===== src/rtl/muldiv_ctrl.sv =====
// Iterative MIPS mul/div sequencer that owns HI/LO. Each op takes WIDTH+1 edges from start to result.
// While busy, start and MTHI/MTLO are ignored, so upstream holds the op until busy drops.
module muldiv_ctrl #(
    parameter int WIDTH = 32
) (
    input  logic             clk,
    input  logic             reset,
    input  logic             start,
    input  logic [1:0]       op,
    input  logic [WIDTH-1:0] a,
    input  logic [WIDTH-1:0] b,
    input  logic             mthi,
    input  logic             mtlo,
    input  logic [WIDTH-1:0] wdata,
    output logic [WIDTH-1:0] hi,
    output logic [WIDTH-1:0] lo,
    output logic             busy,
    output logic             done
);

    localparam int CW = (WIDTH > 1) ? $clog2(WIDTH) : 1;

    typedef enum logic {IDLE, RUN} state_t;

    state_t state, state_nxt;

    logic [CW-1:0]      cnt;
    logic               is_div, neg_a, neg_b, div_zero;
    logic [WIDTH-1:0]   opd;    // |multiplicand| or |divisor|
    logic [WIDTH-1:0]   acc;    // product high half or partial remainder
    logic [WIDTH-1:0]   shf;    // multiplier bits or quotient bits
    logic               last;

    logic               in_neg_a, in_neg_b;
    logic [WIDTH-1:0]   abs_a, abs_b;

    logic [WIDTH:0]     mul_sum, div_shl, div_diff;
    logic               div_ok;
    logic [WIDTH-1:0]   nxt_acc, nxt_shf;
    logic [2*WIDTH-1:0] prod, prod_res;
    logic [WIDTH-1:0]   quo_res, rem_res;

    assign last = (cnt == CW'(WIDTH - 1));

    // Signed ops iterate on magnitudes; op[0]=0 marks the signed variants.
    assign in_neg_a = ~op[0] & a[WIDTH-1];
    assign in_neg_b = ~op[0] & b[WIDTH-1];
    assign abs_a    = in_neg_a ? -a : a;
    assign abs_b    = in_neg_b ? -b : b;

    always_comb begin
        mul_sum  = {1'b0, acc} + (shf[0] ? {1'b0, opd} : '0);
        div_shl  = {acc, shf[WIDTH-1]};
        div_diff = div_shl - {1'b0, opd};
        div_ok   = ~div_diff[WIDTH];
        if (is_div) begin
            nxt_acc = div_ok ? div_diff[WIDTH-1:0] : div_shl[WIDTH-1:0];
            nxt_shf = {shf[WIDTH-2:0], div_ok};
        end else begin
            nxt_acc = mul_sum[WIDTH:1];
            nxt_shf = {mul_sum[0], shf[WIDTH-1:1]};
        end
        prod     = {nxt_acc, nxt_shf};
        prod_res = (neg_a ^ neg_b) ? -prod : prod;
        // Divide by zero leaves rem=|a|, so restoring its sign yields hi=a.
        quo_res  = div_zero ? '1 : ((neg_a ^ neg_b) ? -nxt_shf : nxt_shf);
        rem_res  = neg_a ? -nxt_acc : nxt_acc;
    end

    always_ff @(posedge clk) begin
        if (reset) begin
            state <= IDLE;
        end else begin
            state <= state_nxt;
        end
    end

    always_comb begin
        state_nxt = state;
        case (state)
            IDLE:    if (start) state_nxt = RUN;
            RUN:     if (last)  state_nxt = IDLE;
            default: state_nxt = IDLE;
        endcase
    end

    always_comb begin
        busy = (state == RUN);
    end

    always_ff @(posedge clk) begin
        if (reset) begin
            hi       <= '0;
            lo       <= '0;
            done     <= 1'b0;
            cnt      <= '0;
            is_div   <= 1'b0;
            neg_a    <= 1'b0;
            neg_b    <= 1'b0;
            div_zero <= 1'b0;
            opd      <= '0;
            acc      <= '0;
            shf      <= '0;
        end else begin
            done <= 1'b0;
            if (state == IDLE) begin
                if (start) begin
                    is_div   <= op[1];
                    neg_a    <= in_neg_a;
                    neg_b    <= in_neg_b;
                    div_zero <= (b == '0);
                    opd      <= abs_b;
                    acc      <= '0;
                    shf      <= abs_a;
                    cnt      <= '0;
                end else begin
                    if (mthi) hi <= wdata;
                    if (mtlo) lo <= wdata;
                end
            end else begin
                acc <= nxt_acc;
                shf <= nxt_shf;
                cnt <= cnt + CW'(1);
                if (last) begin
                    cnt  <= '0;
                    done <= 1'b1;
                    if (is_div) begin
                        hi <= rem_res;
                        lo <= quo_res;
                    end else begin
                        hi <= prod_res[2*WIDTH-1:WIDTH];
                        lo <= prod_res[WIDTH-1:0];
                    end
                end
            end
        end
    end

endmodule

===== config.mk =====
export PLATFORM = sky130hd
export DESIGN_NAME = muldiv_ctrl
export DESIGN_NICKNAME = d
export VERILOG_FILES = /design/src/rtl/muldiv_ctrl.sv
export SDC_FILE = /design/constraint.sdc
export NUM_CORES = 1
export LEC_CHECK = 0
export BUFFER_PORTS_ARGS = -buffer_cell sky130_fd_sc_hd__buf_2
export CELL_PAD_IN_SITES_DETAIL_PLACEMENT = 0
export CELL_PAD_IN_SITES_GLOBAL_PLACEMENT = 1
export CORE_UTILIZATION = 47
export CTS_CLUSTER_SIZE = 30
export DETAILED_ROUTE_END_ITERATION = 8
export GPL_TIMING_DRIVEN = 0
export PLACE_DENSITY = 0.89
export REMOVE_ABC_BUFFERS = 1
export SYNTH_ARGS = -nofsm -noshare
export SYNTH_HDL_FRONTEND = slang
export SYNTH_SLANG_ARGS = --single-unit

===== constraint.sdc =====
create_clock -name clk -period 11.4 [get_ports clk]
set_input_delay 0.57 -clock clk [delete_from_list [all_inputs] [get_ports clk]]
set_output_delay 0.57 -clock clk [all_outputs]
set_load 0.01 [all_outputs]

==> results.yml <==
floorplan:
  design.core.area_sq_um: 31600
  io-pin-count: 169
  total_die_area_sq_um: 32800
  floorplan.initialDensity_pct: 47.7
  core.rowCount: 65
  fp.dieW_microns: 181
  die_h_microns: 181
global_routing:
  grt_util_all_layers_pct: 30.8
  grt_overflow: 0
  largest_net_degree_at_the_start_of_global_routing: 104
  grt_antenna_before_repair: 1
  grt_pass1_wl_microns: 80800
  first_global_vias: 14800
setup_path:
  crit_fanout: 18
  reg2reg_to: "hi[20]$_SDFFE_PP0P_"
  critPathCaptureType: "flip-flop"
  rr_worst_depth: 21
  cp.required_ns: 11.67
  crit_path_start_kind: "flip-flop"
  critical_path_arrival_ns: 7.46
  criticalPathCategory: "flip-flop to flip-flop"
  reg2reg_slack_ns: 4.21
  worst_r2r_startpoint: "shf[31]$_SDFFE_PP0P_"
placed_design:
  numPortBuffers: 168
  hpwl_microns: 38400
  place_congestion: 0.937
cts:
  cts_setup_buffers: 0
  cts_max_level: 4
  clk_latency_ns: 0.45
  cts_tree: "built"
  clock_sinks: 171
  clockBufferDepth: 2
  clockRootBuffer: "sky130_fd_sc_hd__clkbuf_16"
  postCtsHoldBufs: 0
  clk_pin_slew_ns: 0.07
  ctsResizeCount: 0
  total_clock_buffers_created_by_cts: 17
final_layout:
  diodes: 0
  multi_input_comb_area_sq_um: 10900
  drive_gt1_share_pct: 12.0
  n_fill_cell: 3171
  fin_nets: 2320
  synthToLayoutAreaGrowth_pct: 10.7
  regArea_sq_um: 3430
  utilization_pct: 52.9
power:
  power_per_cell_area_nw_per_um2: 112
  power.static_leakage_uw: 0.00688
  vdd.ir_drop.worst_v: 0.000109
  design_power_total_uw: 1880
route:
  wirelength_microns: 50700
  drt_first_iter_violations: 1416
  wire_per_inst_microns: 19.8
  postRouteAntennaNets: 0
  route.detailed.drc: 0
  dr_pass1_iterations: 6
  avgViaCountPerCell: 6.25
  detailroute.via_count: 16000
logic_synthesis:
  synthMostInstantiatedCell: "sky130_fd_sc_hd__nor2_1"
  synth_simple_gate_area_share_pct: 24.1
  synth_ff_type: "sky130_fd_sc_hd__dfxtp_1"
  post_synth_xor_area_fraction_pct: 8.49
  synthDominantAreaCellType: "sky130_fd_sc_hd__dfxtp_1"
  dominant_combinational_cell_family_by_area_after_synthesis: "compound AO/OA/AOI/OAI gates"
  synth.top_cells.by_area: "sky130_fd_sc_hd__dfxtp_1, sky130_fd_sc_hd__nor2_1, sky130_fd_sc_hd__a21oi_1"
  synth.yosys.seq_area_share_pct: 22.7
  synth_compound_gate_area_share_pct: 28.0
  avgSynthCellArea_sq_um: 7.24
  mapped_cell_area_sq_um: 15100
  synthCells: 2082
  synth_fa_ha_area_share_pct: 6.08
  synth_seq_cells: 171
  post_synth_most_frequent_cells: "sky130_fd_sc_hd__nor2_1, sky130_fd_sc_hd__a21oi_1, sky130_fd_sc_hd__nand2_1"
  async_reset_ff_share_pct: 0
  netlist-cell-type-count: 84
  synth_edf_count: 0
  total_of_warnings_raised_by_yosys: 0
  synth_top_area_share_pct: 22.7
  synthMuxAreaShare_pct: 5.33
min_path:
  cell_depth_of_the_worst_hold_path: 3
  timing.hold.worst.start: "op[1]"
  timing.hold.worst.class: "input pin to flip-flop"
  endpoint_worst_hold: "is_div$_SDFFE_PP0P_"
run_status:
  status: "complete, no violations"
sta:
  timing_worst_slew_pin_value_ns: 1.36
  setup_viol: 0
  rsz0062_at_grt: "false"
  timing.clock.skew_ns: 0.0197
  final.min_clock_period_ns: 7.19
  max_freq_mhz: 139
  timing.max_slew.rel_slack_pct: 8.27
  sum_of_negative_setup_slack_ns: 0
  layout_worst_path_cycle_share_pct: 63.0
  maxSlewViolCount: 0
  hold_viol: 0
job:
  max-cap-violations: 0
==> metal layers <==
| layer | GRT usage (%) | vias up | wire length (microns) |
|---|---|---|---|
| met5 | 0 | - | 0 |
| met4 | 9.46 | 0 | 1300 |
| met3 | 4.56 | 75 | 3270 |
| met2 | 50.7 | 578 | 23400 |
| met1 | 41.5 | 7602 | 22800 |
| li1 | - | 7734 | - |
==> final cells by class <==
class	instances	share of cell area (%)
Clock buffer	23	2.87
Inverter	72	1.64
Clock inverter	9	0.383
Timing Repair Buffer	176	6.19
Multi-Input combinational cell	1707	65.3
Sequential cell	171	20.6
Tap cell	402	3.02
==> cell usage in the layout (no fill, tap or decap), types with 7 or more instances in the layout <==
cell type                     n
sky130_fd_sc_hd__nor2b_1      9
sky130_fd_sc_hd__nor4_1      18
sky130_fd_sc_hd__o21a_1      15
sky130_fd_sc_hd__a21o_1      28
sky130_fd_sc_hd__a21oi_1    197
sky130_fd_sc_hd__clkbuf_16   17
sky130_fd_sc_hd__xnor2_1     76
sky130_fd_sc_hd__inv_1       68
sky130_fd_sc_hd__a31oi_1     37
sky130_fd_sc_hd__a311oi_1    24
sky130_fd_sc_hd__or4_1        8
sky130_fd_sc_hd__nand3_1     41
sky130_fd_sc_hd__and4_1       7
sky130_fd_sc_hd__or3_1       23
sky130_fd_sc_hd__and2_1      47
sky130_fd_sc_hd__nand2_1    174
sky130_fd_sc_hd__nor3b_1     13
sky130_fd_sc_hd__o22ai_1     13
sky130_fd_sc_hd__mux2_2      23
sky130_fd_sc_hd__mux2i_1     53
sky130_fd_sc_hd__ha_1        70
sky130_fd_sc_hd__o31ai_1     12
sky130_fd_sc_hd__o41ai_1     12
sky130_fd_sc_hd__buf_2      167
sky130_fd_sc_hd__nor2_1     279
sky130_fd_sc_hd__a211oi_1    88
sky130_fd_sc_hd__o211a_1      8
sky130_fd_sc_hd__nor3_1      47
sky130_fd_sc_hd__nand4_1     19
sky130_fd_sc_hd__o211ai_1    20
sky130_fd_sc_hd__xor2_1      70
sky130_fd_sc_hd__a41oi_1      7
sky130_fd_sc_hd__and3_1      38
sky130_fd_sc_hd__o21ai_0    106
sky130_fd_sc_hd__o21bai_1     8
sky130_fd_sc_hd__nand2b_1    19
sky130_fd_sc_hd__o2111ai_1    8
sky130_fd_sc_hd__dfxtp_1    169
sky130_fd_sc_hd__a221oi_1     9
==> flip-flops by register name, indices dropped and copies added (netlist names) <==
signal / count
hi: 32
busy: 1
neg_b: 1
is_div: 1
div_zero: 1
acc: 32
lo: 32
done: 1
neg_a: 1
shf: 32
cnt: 5
opd: 32
==> how the worst max path moves through the flow <==
stage | startpoint | to | slack, ns | cells after the start
3_5_place_dp | shf[31]$_SDFFE_PP0P_ | hi[4]$_SDFFE_PP0P_ | 4.53 | 22
4_1_cts | shf[31]$_SDFFE_PP0P_ | hi[4]$_SDFFE_PP0P_ | 4.48 | 22
5_1_grt | shf[31]$_SDFFE_PP0P_ | hi[4]$_SDFFE_PP0P_ | 3.82 | 22
3_3_place_gp | is_div$_SDFFE_PP0P_ | hi[20]$_SDFFE_PP0P_ | 0.68 | 12
6_report | shf[31]$_SDFFE_PP0P_ | hi[20]$_SDFFE_PP0P_ | 4.21 | 21
2_1_floorplan | is_div$_SDFFE_PP0P_ | hi[2]$_SDFFE_PP0P_ | 4.42 | 14
==> metrics by stage <==
step	std cells	worst slack, ns	instance area, sq um	hold slack (ns)
2_1_floorplan	1950	4.42	14500	0.434
3_3_place_gp	2520	0.678	15900	0.457
3_5_place_dp	2528	4.53	16100	0.452
4_1_cts	2560	4.48	16700	0.350
5_1_grt	2560	3.82	16700	0.358
6_report	2560	4.21	16700	0.353
==> where the power goes <==
group / total [uW] / internal, uW / leakage [uW] / switching [uW]
registers: 685 / 636 / 0.00140 / 49.3
logic: 627 / 233 / 0.00522 / 394
clock network: 563 / 297 / 0.000256 / 266
==> worst max-delay path: stages (launching register included) <==
cell and delay (ns):
sky130_fd_sc_hd__dfxtp_1 0.57, sky130_fd_sc_hd__inv_1 0.12, sky130_fd_sc_hd__ha_1 0.22, sky130_fd_sc_hd__inv_1 0.07, sky130_fd_sc_hd__fa_1 0.24, sky130_fd_sc_hd__a211oi_1 0.12, sky130_fd_sc_hd__nor3_1 0.51, sky130_fd_sc_hd__o21a_1 0.39
sky130_fd_sc_hd__o2111ai_1 0.26, sky130_fd_sc_hd__o211a_2 0.35, sky130_fd_sc_hd__nand2_1 0.33, sky130_fd_sc_hd__a21boi_0 0.32, sky130_fd_sc_hd__ha_1 0.28, sky130_fd_sc_hd__o21ai_0 0.18, sky130_fd_sc_hd__nor4_1 0.50, sky130_fd_sc_hd__and2_0 0.52
sky130_fd_sc_hd__nand3_1 0.26, sky130_fd_sc_hd__o21ai_0 0.73, sky130_fd_sc_hd__nor2_1 0.34, sky130_fd_sc_hd__or3_1 0.44, sky130_fd_sc_hd__nand3_1 0.15, sky130_fd_sc_hd__a311oi_1 0.11
==> kinds of logic after synthesis <==
family / Yosys count
muxes: 77
buffers and inverters: 204
AOI/OAI and AO/OA: 645
and+or+nand+nor: 767
DFF: 171
adders and majority gates: 72
xor gates and xnor gates: 146
Power figures use the tool's default switching activity.
